## src/rtl/el_ed_drv.sv

```systemverilog
`default_nettype none
// ============================================================================
// Module      : el_ed_drv
// Description : Serial driver/decoder for an el_ed element. A word accepted
//               on the s_* handshake is shifted out one bit per clock on
//               ed_in (order set by LSB_FIRST) with ed_en high. Each cycle the
//               element output ed_out is sampled: it becomes the next
//               feedback bit ed_fb, and ed_out ^ ed_in is the decoded bit,
//               assembled in transmit order into rx_data. The decoded word
//               is held on rx_valid/rx_data until rx_ready.
// Ports       : clk      - sole clock, rising edge
//               rst      - asynchronous active-high reset
//               s_valid  / s_ready / s_data   - upstream word handshake
//               ed_en / ed_in / ed_fb         - drive to the el_ed element
//               ed_out                        - el_ed element output
//               rx_valid / rx_ready / rx_data - decoded word handshake
//               busy     - high whenever the FSM is not IDLE
// Revision    : 1.0 - initial release
// ============================================================================
module el_ed_drv #(
    parameter int WIDTH     = 8,
    parameter bit LSB_FIRST = 1'b1
) (
    input  logic             clk,
    input  logic             rst,
    input  logic             s_valid,
    output logic             s_ready,
    input  logic [WIDTH-1:0] s_data,
    output logic             ed_en,
    output logic             ed_in,
    output logic             ed_fb,
    input  logic             ed_out,
    output logic             rx_valid,
    input  logic             rx_ready,
    output logic [WIDTH-1:0] rx_data,
    output logic             busy
);

    localparam int CNT_W = (WIDTH > 1) ? $clog2(WIDTH) : 1;
    localparam logic [CNT_W-1:0] c_cnt_last = CNT_W'(WIDTH - 1);
    localparam logic [CNT_W-1:0] c_cnt_one  = CNT_W'(1);

    typedef enum logic [1:0] {
        IDLE  = 2'd0,
        SHIFT = 2'd1,
        DONE  = 2'd2
    } state_t;

    state_t           r_state;
    logic [WIDTH-1:0] r_sh;
    logic [WIDTH-1:0] r_rx;
    logic [CNT_W-1:0] r_cnt;
    logic             r_fb;
    logic             r_s_ready;
    logic             r_ed_en;
    logic             r_rx_valid;
    logic             r_busy;

    logic             w_ser_bit;
    logic             w_dec_bit;
    logic [WIDTH-1:0] w_sh_next;
    logic [WIDTH-1:0] w_rx_next;

    // The shift register is zero-filled as it drains, so after WIDTH shifts
    // (and after reset) it is all zeros; ed_in therefore reads 0 in IDLE and
    // DONE without any gating and comes straight from a register bit.
    generate
        if (LSB_FIRST) begin : g_lsb_first
            assign w_ser_bit = r_sh[0];
            assign w_sh_next = {1'b0, r_sh[WIDTH-1:1]};
            assign w_rx_next = {w_dec_bit, r_rx[WIDTH-1:1]};
        end else begin : g_msb_first
            assign w_ser_bit = r_sh[WIDTH-1];
            assign w_sh_next = {r_sh[WIDTH-2:0], 1'b0};
            assign w_rx_next = {r_rx[WIDTH-2:0], w_dec_bit};
        end
    endgenerate

    assign w_dec_bit = ed_out ^ w_ser_bit;

    always_ff @(posedge clk or posedge rst) begin
        if (rst) begin
            r_state    <= IDLE;
            r_sh       <= '0;
            r_rx       <= '0;
            r_cnt      <= '0;
            r_fb       <= 1'b0;
            r_s_ready  <= 1'b1;
            r_ed_en    <= 1'b0;
            r_rx_valid <= 1'b0;
            r_busy     <= 1'b0;
        end else begin
            case (r_state)
                IDLE: begin
                    if (s_valid) begin
                        r_sh      <= s_data;
                        r_cnt     <= '0;
                        r_fb      <= 1'b0;
                        r_state   <= SHIFT;
                        r_s_ready <= 1'b0;
                        r_ed_en   <= 1'b1;
                        r_busy    <= 1'b1;
                    end
                end
                SHIFT: begin
                    r_fb  <= ed_out;
                    r_rx  <= w_rx_next;
                    r_sh  <= w_sh_next;
                    r_cnt <= r_cnt + c_cnt_one;
                    if (r_cnt == c_cnt_last) begin
                        r_state    <= DONE;
                        r_ed_en    <= 1'b0;
                        r_rx_valid <= 1'b1;
                    end
                end
                DONE: begin
                    // s_valid is deliberately not looked at here; a new word
                    // waits until the decoded one has been taken.
                    if (rx_ready) begin
                        r_state    <= IDLE;
                        r_rx_valid <= 1'b0;
                        r_s_ready  <= 1'b1;
                        r_busy     <= 1'b0;
                    end
                end
                default: begin
                    r_state    <= IDLE;
                    r_sh       <= '0;
                    r_cnt      <= '0;
                    r_s_ready  <= 1'b1;
                    r_ed_en    <= 1'b0;
                    r_rx_valid <= 1'b0;
                    r_busy     <= 1'b0;
                end
            endcase
        end
    end

    assign s_ready  = r_s_ready;
    assign ed_en    = r_ed_en;
    assign ed_in    = w_ser_bit;
    assign ed_fb    = r_fb;
    assign rx_valid = r_rx_valid;
    assign rx_data  = r_rx;
    assign busy     = r_busy;

endmodule
`default_nettype wire

```

## config.mk

```make
export PLATFORM = sky130hd
export DESIGN_NAME = el_ed_drv
export DESIGN_NICKNAME = d
export VERILOG_FILES = /design/src/rtl/el_ed_drv.sv
export SDC_FILE = /design/constraint.sdc
export NUM_CORES = 1
export LEC_CHECK = 0
export ABC_CLOCK_PERIOD_IN_PS = 1950
export CAP_MARGIN = 20
export CORE_ASPECT_RATIO = 1.75
export CORE_MARGIN = 2
export CORE_UTILIZATION = 35
export CTS_BUF_LIST = sky130_fd_sc_hd__clkbuf_4 sky130_fd_sc_hd__clkbuf_8
export CTS_CLUSTER_DIAMETER = 60
export DETAILED_ROUTE_END_ITERATION = 6
export SLEW_MARGIN = 15
export SYNTH_ARGS = -nofsm -noshare
export SYNTH_HDL_FRONTEND = slang
export SYNTH_SLANG_ARGS = --single-unit
```

## constraint.sdc

```tcl
create_clock -name clk -period 1.95 [get_ports clk]
set_input_delay 0.39 -clock clk [delete_from_list [all_inputs] [get_ports clk]]
set_output_delay 0.39 -clock clk [all_outputs]
set_load 0.03 [all_outputs]
```

Word level (Yosys, flattened, before mapping)
Cells that the tools add are included.
{"block": "word_totals", "regBits": 26, "input_bits": 13, "output_inout_bits": 14, "word_cells": 47}
{"block": "op_classes", "addsub": 1, "n_eq_ne": 6, "n_mux": 19, "n_bitwise": 4, "reduce_logical": 8}
{"cell": "$pmux 8 s3", "n": 1}
{"cell": "$pmux 1 s3", "n": 4}
{"cell": "$reduce_and 3->1", "n": 4}
{"cell": "$pmux 3 s3", "n": 1}
{"cell": "$mux 8", "n": 1}
{"cell": "$mux 1", "n": 6}
{"cell": "$mux 2", "n": 3}
{"cell": "$ne 2x2->1 const B", "n": 3}
{"cell": "$pmux 2 s3", "n": 1}
{"cell": "$reduce_and 2->1", "n": 2}
{"cell": "$add 3x1->3 const B", "n": 1}
{"cell": "$eq 3x3->1 const B", "n": 1}
{"cell": "$mux 3", "n": 1}
{"cell": "$not 1->1", "n": 3}
{"cell": "$eq 2x1->1 const B", "n": 1}
{"cell": "$eq 2x2->1 const B", "n": 1}
{"cell": "$logic_not 2->1", "n": 1}
{"cell": "$pmux 1 s2", "n": 1}
{"cell": "$reduce_bool 2->1", "n": 1}
{"cell": "$xor 1x1->1", "n": 1}

Logic depth before layout (Yosys ltp)
Gate-level depths: netlist of run 1.
{"block": "logic_depth", "ltp_word": 3, "mapped_depth": 5, "mapped_depth_nobuf": 5}

Worst setup path before layout of run 1
OpenSTA, ideal clock, no wires.
{"block": "synth_timing", "path_kind": "input to register", "startpoint": "in s_valid", "endpoint": "reg r_sh[3]", "setup_time_ns": 0.126, "arrival_time_ns": 1.134, "required_ns": 1.824, "slack_ns": 0.690, "stages": 5, "n_path_buf": 2, "path_cell_list": "buf_4 nand2b_4 nor2b_1 buf_2 a221o_1"}
{"block": "synth_via", "elab_chain_cells": 2}
{"item": "start: declaration", "line": "26", "source": "input logic s_valid,"}
{"item": "$ne 2x2->1 (no source line)"}
{"item": "$reduce_and 2->1 (no source line)"}
{"item": "end signal: assignment", "line": "96", "source": "r_sh <= s_data;"}
{"item": "end signal: assignment", "line": "108", "source": "r_sh <= w_sh_next;"}
{"item": "end: declaration", "line": "50", "source": "logic [WIDTH-1:0] r_sh;"}
No other way between the ends.
A chain may end at the register's enable or synchronous reset.

Final worst setup path of run 1
{"block": "layout_timing", "startpoint": "reg r_s_ready, in the netlist s_ready", "endpoint": "out s_ready"}
{"item": "start: declaration", "line": "54", "source": "logic r_s_ready;"}
{"item": "start signal: assignment", "line": "88", "source": "r_s_ready <= 1'b1;"}
{"item": "start signal: assignment", "line": "100", "source": "r_s_ready <= 1'b0;"}
{"item": "start signal: assignment", "line": "122", "source": "r_s_ready <= 1'b1;"}
{"item": "end: declaration", "line": "27", "source": "output logic s_ready,"}
No word-level cell between the ends.

==> results.md, run 1 <==
* Crit start category: flop
* Core area at ~0.0031 sq mm
* DRT Pass-1 Iters at 4
* CP Data Required Time at about 1.6 ns
* Final period utilization at between 90% and 100%
* Post-synthesis sequential area ratio at 57.0%
* GR Util All Layers at about an eighth
* Drt first-iter violations at 6
* Number of nets with antenna violations after routing at 0
* IO Pins at 27
* Die width at between 40 and 50 um
* Pwr/cell area at between 1500 and 2000 mW/mm^2
* CTS buffer count at 3
* Unrepaired setup endpoints after global routing: no
* CTS tree: done
* Clk slew on worst S/H paths at ~0.090 ns
* CTS Sinks at 26
* CP top delay family: buffers and inverters
* Critical path, cell by cell: clkdlybuf4s50_1
* Max Cap Viol at 0
* GP Congestion at approximately 0.8
* Post-CTS Hold Fix Bufs at 0
* Maximum clock rate at approximately 0.54 GHz
* Mapped cell area at about 0.0011 sq mm
* Drc violations at 0
* Die footprint at approximately 0.0038 sq mm
* Worst min-delay path class: input pin to async pin
* Initial Utilization at a little over a third
* Root Buffer: clkbuf_8
* Clk Latency, worst-skew pair at around 0.27 ns
* Most common cell after layout, fill and taps aside: clkdlybuf4s50_1
* Post-synth EDFFs at 0
* I/O Buffers at 26
* Net count, final at 145
* Run status: complete, no violations
* Yosys warnings at 0
* Hpwl dp at around 1.5 mm
* Leakage power at a little under 0.7 nW
* Max-slew violations at 0
* WL final at approximately 2.1 mm
* Worst Skew at between 0.005 and 0.006 ns
* Yosys reg bits at 26
* DR vias at ~800
* Area growth, synth to finish at 32.3%
* VDD IR max at about 0.70 mV
* Setup Fix Bufs, Post-CTS at 0
* Worst-path maximum fanout at 2
* Worst Path Arrival at 1.48 ns
* Largest net degree at the start of global routing at 27
* TNS Setup at 0 ns
* H-tree levels at 1
* Most frequent cells in the layout: clkdlybuf4s50_1, dfrtp_1, nand2_1
* Post-Synthesis Cells at around 100
* Syn Area/Cell at between 10 and 15 sq um
* Inst Count DP at ~170
* Pwr Total at approximately 0.0025 W
* Yosys cell types at 26
* Site Rows at 27
* Worst Setup End Kind: output pin
* Share of cells above drive strength 1 at under 10%
* Hold Vio Cnt, Final at 0
* Dominant synthesized flop cell: dfrtp_1
* Final Critical Period at around 1.9 ns
* Syn Nets at about 120
* Worst path slowest cell: clkdlybuf4s50_1
* Ys async rst share at 100%
* First-pass GRT wire length at 3.65 mm
* Grt total ovfl at 0
* Final Setup Violations at 0
* Die Ht at 79.6 um
* Worst-Margin Slew at about 0.64 ns
* CP Buf/Inv Count at 1
* Via density per instance at 4.79
* Fin cells at 172
* DR WL/cell at roughly 12 um
* Slew margin rel. at around 57%
* Crit path kind: flop to output pin
* Initial antenna violation count at 0
* Diode count at 0
* Max Root-Sink Buffers at 2
* CP max stage delay at 0.67 ns
* Vias in the first global route at roughly 830
* Post-cts sizing count at 0
-- Yosys cell counts (2+ instances only) --
cell type,count,share of area [%]
a21oi_1,3,1.3
dfrtp_1,25,55
ha_1,2,2.2
a221o_1,3,2.6
a21o_1,4,2.6
buf_6,2,2.0
nand2b_1,2,1.1
o21ai_0,5,2.2
clkbuf_1,3,0.98
mux2_1,7,6.9
nor2_1,7,2.3
o22ai_1,4,2.2
nand2_1,18,5.9
a22o_1,2,1.5
nor2b_1,4,2.2
-- area by class of cell --
| class | count | area (sq um) |
|---|---|---|
| Fill cell | 315 | 1630 |
| Sequential cell | 26 | 652 |
| Multi-Input combinational cell | 68 | 442 |
| Timing Repair Buffer | 30 | 290 |
| Tap cell | 43 | 53.8 |
| Clock buffer | 3 | 41.3 |
| Clock inverter | 1 | 30.0 |
| Inverter | 1 | 3.75 |
-- per-stage QoR --
| stage | area [sq um] | util, % | setup slack, ns | hold WS [ns] |
|---|---|---|---|---|
| after global routing | 1510 | 48.1 | 0.0245 | 0.506 |
| after detailed placement | 1440 | 45.9 | 0.131 | 0.468 |
| final | 1510 | 48.1 | 0.0841 | 0.470 |
| after global placement | 1440 | 45.9 | 0.172 | 0.464 |
| after CTS | 1510 | 48.1 | 0.0639 | 0.473 |
| after floorplan | 1140 | - | 0.690 | 0.429 |
-- metal layers --
layer | share of wire, % | GRT usage [%] | vias up | wire, um
met4 | 0.47 | 4.72 | 0 | 10
li1 | - | - | 400 | -
met1 | 40 | 15.2 | 402 | 847
met5 | 0 | 0 | - | 0
met3 | 3.0 | 2.26 | 2 | 63
met2 | 56 | 22.5 | 20 | 1190
-- power breakdown --
group	total [W]	switching (W)	internal (W)
registers	0.000952	0.000170	0.000782
clock network	0.000436	0.000161	0.000274
logic	0.00113	0.000586	0.000544
total	0.00252	0.000918	0.00160
-- registers in the layout, summed over array words and instances, names as in the netlist --
register / flops
r_cnt: 3
rx_data: 8
r_state: 2
r_sh: 8
s_ready: 1
rx_valid: 1
busy: 1
ed_en: 1
ed_fb: 1
-- path summary, 6_finish.rpt --
check | from | endpoint | slack, ns | depth (start not counted)
worst max-delay path | s_ready | s_ready | 0.08 | 1
max in group asynchronous | rst | s_ready | 1.19 | 3
worst min-delay path | rst | r_sh[2] | 0.47 | 3
worst min register to register | r_sh[6] | r_sh[6] | 0.49 | 1
worst max register to register | r_state[1] | r_cnt[0] | 0.21 | 3
min in group clk | r_sh[6] | r_sh[6] | 0.49 | 1
-- kinds of logic (layout without fill, tap and decap cells) --
kind of cell    after synthesis  after routing  share of synthesized area (%)
compound gates               23             23                           13.7
mux                           9              9                           8.75
buf+inv                       8             35                           4.38
fa+ha+maj                     2              2                           2.19
simple gates                 33             33                           13.2
xor+xnor                      1              1                          0.766
flops                        26             26                           57.0
-- worst reg2reg max path: stages (launching register included) --
cell      delay (ns)
dfrtp_1         0.64
nand2b_4        0.23
nor2b_1         0.53
mux2_2          0.28
No activity file was read; power rests on OpenSTA's default activity.
==> run 2: changes to the inputs <==
ABC_CLOCK_PERIOD_IN_PS = 1800   (was 1950)
CTS_BUF_LIST = unset   (was sky130_fd_sc_hd__clkbuf_4 sky130_fd_sc_hd__clkbuf_8)
clock period = 1.8 ns   (was 1.95 ns; I/O delays follow)
==> results.md, run 2 (synthesis results as in run 1) <==
* Run status: complete, no violations
* Fin cells at ~170
* GR Util All Layers at about 14%
* TNS Setup at 0 ns
* Worst Skew at slightly above 0.002 ns
* Initial Utilization at 36.4%
* Root Buffer: clkbuf_8
* Slew margin rel. at between 50% and 60%
* DR WL/cell at approximately 12 um
* Share of cells above drive strength 1 at a little under a tenth
* Final Setup Violations at 0
* Worst-Margin Slew at approximately 0.62 ns
* CTS Sinks at 26
* Max Root-Sink Buffers at 2
* Worst Setup End Kind: output pin
* Die footprint at around 0.0038 sq mm
* DRT Pass-1 Iters at 4
* Die width at between 40 and 50 um
* Max-slew violations at 0
* CP top delay family: buffers and inverters
* Unrepaired setup endpoints after global routing: no
* Worst path slowest cell: clkdlybuf4s50_1
* Hpwl dp at between 1.5 and 2 mm
* Area growth, synth to finish at 31.4%
* Final period utilization at between 90% and 100%
* Drt first-iter violations at 10
* Maximum clock rate at about 0.6 GHz
* GP Congestion at 0.848
* First-pass GRT wire length at slightly below 4 mm
* Crit start category: flop
* Worst min-delay path class: input pin to async pin
* CP Data Required Time at roughly 1.4 ns
* Final Critical Period at 1.71 ns
* Worst Path Arrival at between 1 and 1.5 ns
* CTS tree: done
* IO Pins at 27
* I/O Buffers at 26
* Vias in the first global route at 876
* CTS buffer count at 3
* Site Rows at 27
* Via density per instance at between 4 and 5
* CP Buf/Inv Count at 1
* DR vias at 818
* Clk slew on worst S/H paths at roughly 0.080 ns
* Inst Count DP at approximately 170
* Diode count at 0
* Grt total ovfl at 0
* Die Ht at around 80 um
* H-tree levels at 1
* CP max stage delay at between 0.6 and 0.7 ns
* Worst-path maximum fanout at 3
* WL final at around 2.1 mm
* Number of nets with antenna violations after routing at 0
* Leakage power at a little under 0.7 nW
* Max Cap Viol at 0
* Pwr/cell area at between 1500 and 2000 mW/mm^2
* Setup Fix Bufs, Post-CTS at 0
* Net count, final at between 100 and 150
* Hold Vio Cnt, Final at 0
* Core area at about 0.0031 sq mm
* Initial antenna violation count at 0
* Crit path kind: flop to output pin
* Critical path, cell by cell: clkdlybuf4s50_1
* VDD IR max at 0.843 mV
* Drc violations at 0
* Clk Latency, worst-skew pair at between 0.2 and 0.3 ns
* Largest net degree at the start of global routing at 27
* Most frequent cells in the layout: dfrtp_1, clkdlybuf4s50_1, nand2_1
==> run 2: changes by cell type in the layout (fill, tap and decap cells not counted), sizes merged <==
| cell | delta |
|---|---|
| clkbuf | +1 |
| dlygate4sd2 | +1 |
| bufinv | -1 |
| clkdlybuf4s50 | -1 |
| buf | +1 |
==> run 2: power by group <==
part	switching (W)	total, W	internal (W)
registers	0.000181	0.00103	0.000848
clock network	0.000175	0.000370	0.000195
logic	0.000640	0.00123	0.000589
total	0.000996	0.00263	0.00163
==> run 2: stage by stage <==
step	cell area (sq um)	power (W)	util [%]	hold slack [ns]	worst slack (ns)
final	1500	0.00263	47.8	0.444	0.0917
after detailed placement	1450	0.00229	46.1	0.467	0.0366
after floorplan	1140	0.00187	-	0.399	0.560
after global routing	1500	0.00284	47.8	0.497	0.0321
after global placement	1450	0.00226	46.1	0.464	0.0522
after CTS	1500	0.00267	47.8	0.450	0.0586
==> run 2: path summary, 6_finish.rpt <==
check | startpoint | endpoint | slack, ns | cells after the start
setup / recovery | r_sh[0] | ed_in | 0.09 | 1
hold / removal | rst | rx_data[0] | 0.44 | 3
setup reg to reg | r_state[1] | r_cnt[0] | 0.26 | 3
hold reg to reg | r_sh[6] | r_sh[6] | 0.48 | 1
max in group asynchronous | rst | s_ready | 1.06 | 3
min in group clk | r_sh[6] | r_sh[6] | 0.48 | 1
==> run 2: timing repair <==
item | 4_1_cts | 5_1_grt
resized for setup | 1 | 0
setup endpoints to repair | 1 | 0
hold endpoints to repair | 0 | 0
hold buffers | 0 | 0
==> run 2: layer usage <==
metal	GRT usage (%)	wire length, um
met5	0	0
met4	6.67	40
met3	2.26	71
met2	23.6	1140
met1	16.7	887
==> run 2: area by class of cell <==
class / instances / area (sq um)
clock buffers: 4 / 55.1
fillers: 301 / 1640
inverters: 1 / 3.75
well taps: 43 / 53.8
flip-flops and latches: 26 / 652
multi-input cells: 68 / 442
repair buffers: 31 / 297
==> RTL edit: new RTL, config.mk and constraints of run 2 <==
Make the reset (`rst`) synchronous in one clocked block. Comments in the files are not updated.
--- a/src/rtl/el_ed_drv.sv
+++ b/src/rtl/el_ed_drv.sv
@@ -78,7 +78,7 @@
 
     assign w_dec_bit = ed_out ^ w_ser_bit;
 
-    always_ff @(posedge clk or posedge rst) begin
+    always_ff @(posedge clk) begin
         if (rst) begin
             r_state    <= IDLE;
             r_sh       <= '0;
Check against the original RTL: differs if rst is asserted again (counterexample within 4 cycles, from zero or initial values and one cycle with rst high); with rst held inactive, the same outputs for 10 cycles.
==> RTL edit against run 2 <==
Routed wire length grew 16%. Cell area shrank 2.8%. Worst setup slack worse by 0.0058 ns. Critical endpoint unchanged. Sequential cell count stayed put. Area after synthesis fell by 2.7%.
Power is not compared: it rests on default switching activity, and its combinational part moved more than twofold at a synthesized area within 25%.
==> RTL edit: results (changes against run 2) <==
Run status
The run finished with clean final reports.

GRT
The met3 layer usage reported by global route is 2.99% (+0.73 points). The wire length of the first global-routing pass was 4320 um (+12%). The met1 usage in global routing is 18.6% (+1.9 points). The global routing met2 resource utilization was 25.7% (+2.1 points).

The maximum number of pins on one net before global-route repair is 16 (-41%). The number of global-route vias before repair is 1010 (+15%). The global-route usage over all layers is 15.5% (+1.4 points).

Yosys
The count of different cell masters after synthesis is 30 (+15%). The mean post-synth cell area is 8.43 um2 (-25%). The async set-or-reset flop fraction in the synthesized netlist is 0% (-100 points).

By count the netlist is led by 26 x sky130_fd_sc_hd__dfxtp_1, 26 x sky130_fd_sc_hd__nand2_1, 19 x sky130_fd_sc_hd__a21oi_1. Ranked by total cell area, the synthesized netlist is headed by sky130_fd_sc_hd__dfxtp_1 47%, sky130_fd_sc_hd__nand2_1 8.8%, sky130_fd_sc_hd__a21oi_1 8.5%, sky130_fd_sc_hd__nor3_1 4.9%, sky130_fd_sc_hd__a311oi_2 2.7%. The synthesized netlist net count is 147 (+26%). The register area share after synthesis is 46.8% (-10 points).

The area fraction of the dominant cell type after synthesis was 46.8% (-7.9 points).

Placed design
The routability-driven placement congestion ratio is 0.816 (-3.8%). The worst setup slack before clock tree synthesis came to 0.0961 ns (+0.0595 ns). The number of buffers inserted by port buffering came to 26 (unchanged).

The area after detailed placement is 1390 um2 (-4.1%). The detailed placement HPWL is 1870 um (+19%).

Worst setup path
The startpoint of the worst setup timing path is r_sh[0]$_SDFFE_PP0P_. The internal reg-to-reg setup slack is 0.35 ns (+0.09 ns). The startpoint identified for the worst register-to-register timing path is r_state[1]$_SDFFE_PP0P_. The path depth of the worst reg2reg path is 3 (unchanged). The capturing point of the worst reg2reg path is r_sh[3]$_SDFFE_PP0P_. The critical path ends at ed_in.

Hold path
The endpoint with the worst hold slack is rx_data[3]$_SDFFE_PP0N_. The worst hold path belongs to the class flop to flop. The worst hold path begins at rx_data[4]$_SDFFE_PP0N_.

Timing
The relative slew slack is 72.0% (+14 points). The worst hold slack after final layout is 0.474 ns (+0.0295 ns). The maximum operating frequency is 0.583 GHz (-0.34%). The final clock skew came to 0.00811 ns (+0.00607 ns).

Drt
The routed length on met2 is 1260 um (+10%). The overall via count from detail_route is 984 (+20%). The number of violations reported at the end of detailed-routing iteration 0 is 16 (+6).

The detailed route wirelength on metal3 is 111 um (+56%). The total routed wire length on the met1 layer is 1070 um (+21%). The final routed wirelength across all metal layers came to 2480 um (+16%).

Clocking
The count of cells resized by post-cts repair was 0 (-1).

Layout
The fraction of final layout cells with drive strength greater than 1 is 8.97% (-0.26 points). The post-route non-filler standard cell count is 199 (+15%). The number of nets in the layout is 172 (+18%).

Power and ir drop
The completed layout was analyzed and its total power is 1.33 mW.
[RTL edit: final cells by class]
| type | instances | area, um2 |
|---|---|---|
| fill | 305 | 1610 |
| sequential | 26 | 520 |
| multi-input combinational | 93 | 513 |
| timing repair buffer | 30 | 290 |
| tap | 43 | 53.8 |
| clock buffer | 3 | 41.3 |
| clock inverter | 1 | 30.0 |
| inverter | 3 | 11.3 |
[RTL edit: worst register-to-register path: cells and delay by family (launching register included)]
kind / cells / cell delay [ns]
compound gates: 1 / 0.25
flops: 1 / 0.59
simple gates: 2 / 0.53
[RTL edit: kinds of logic after synthesis]
group	Yosys count	synth area share, %
buffers and inverters	13	7.09
AND/OR/NAND/NOR	58	25.2
AO/OA/AOI/OAI	31	17.0
XOR/XNOR	1	0.788
adder cells (fa/ha/maj)	2	2.25
multiplexers	1	0.900
flip-flops	26	46.8
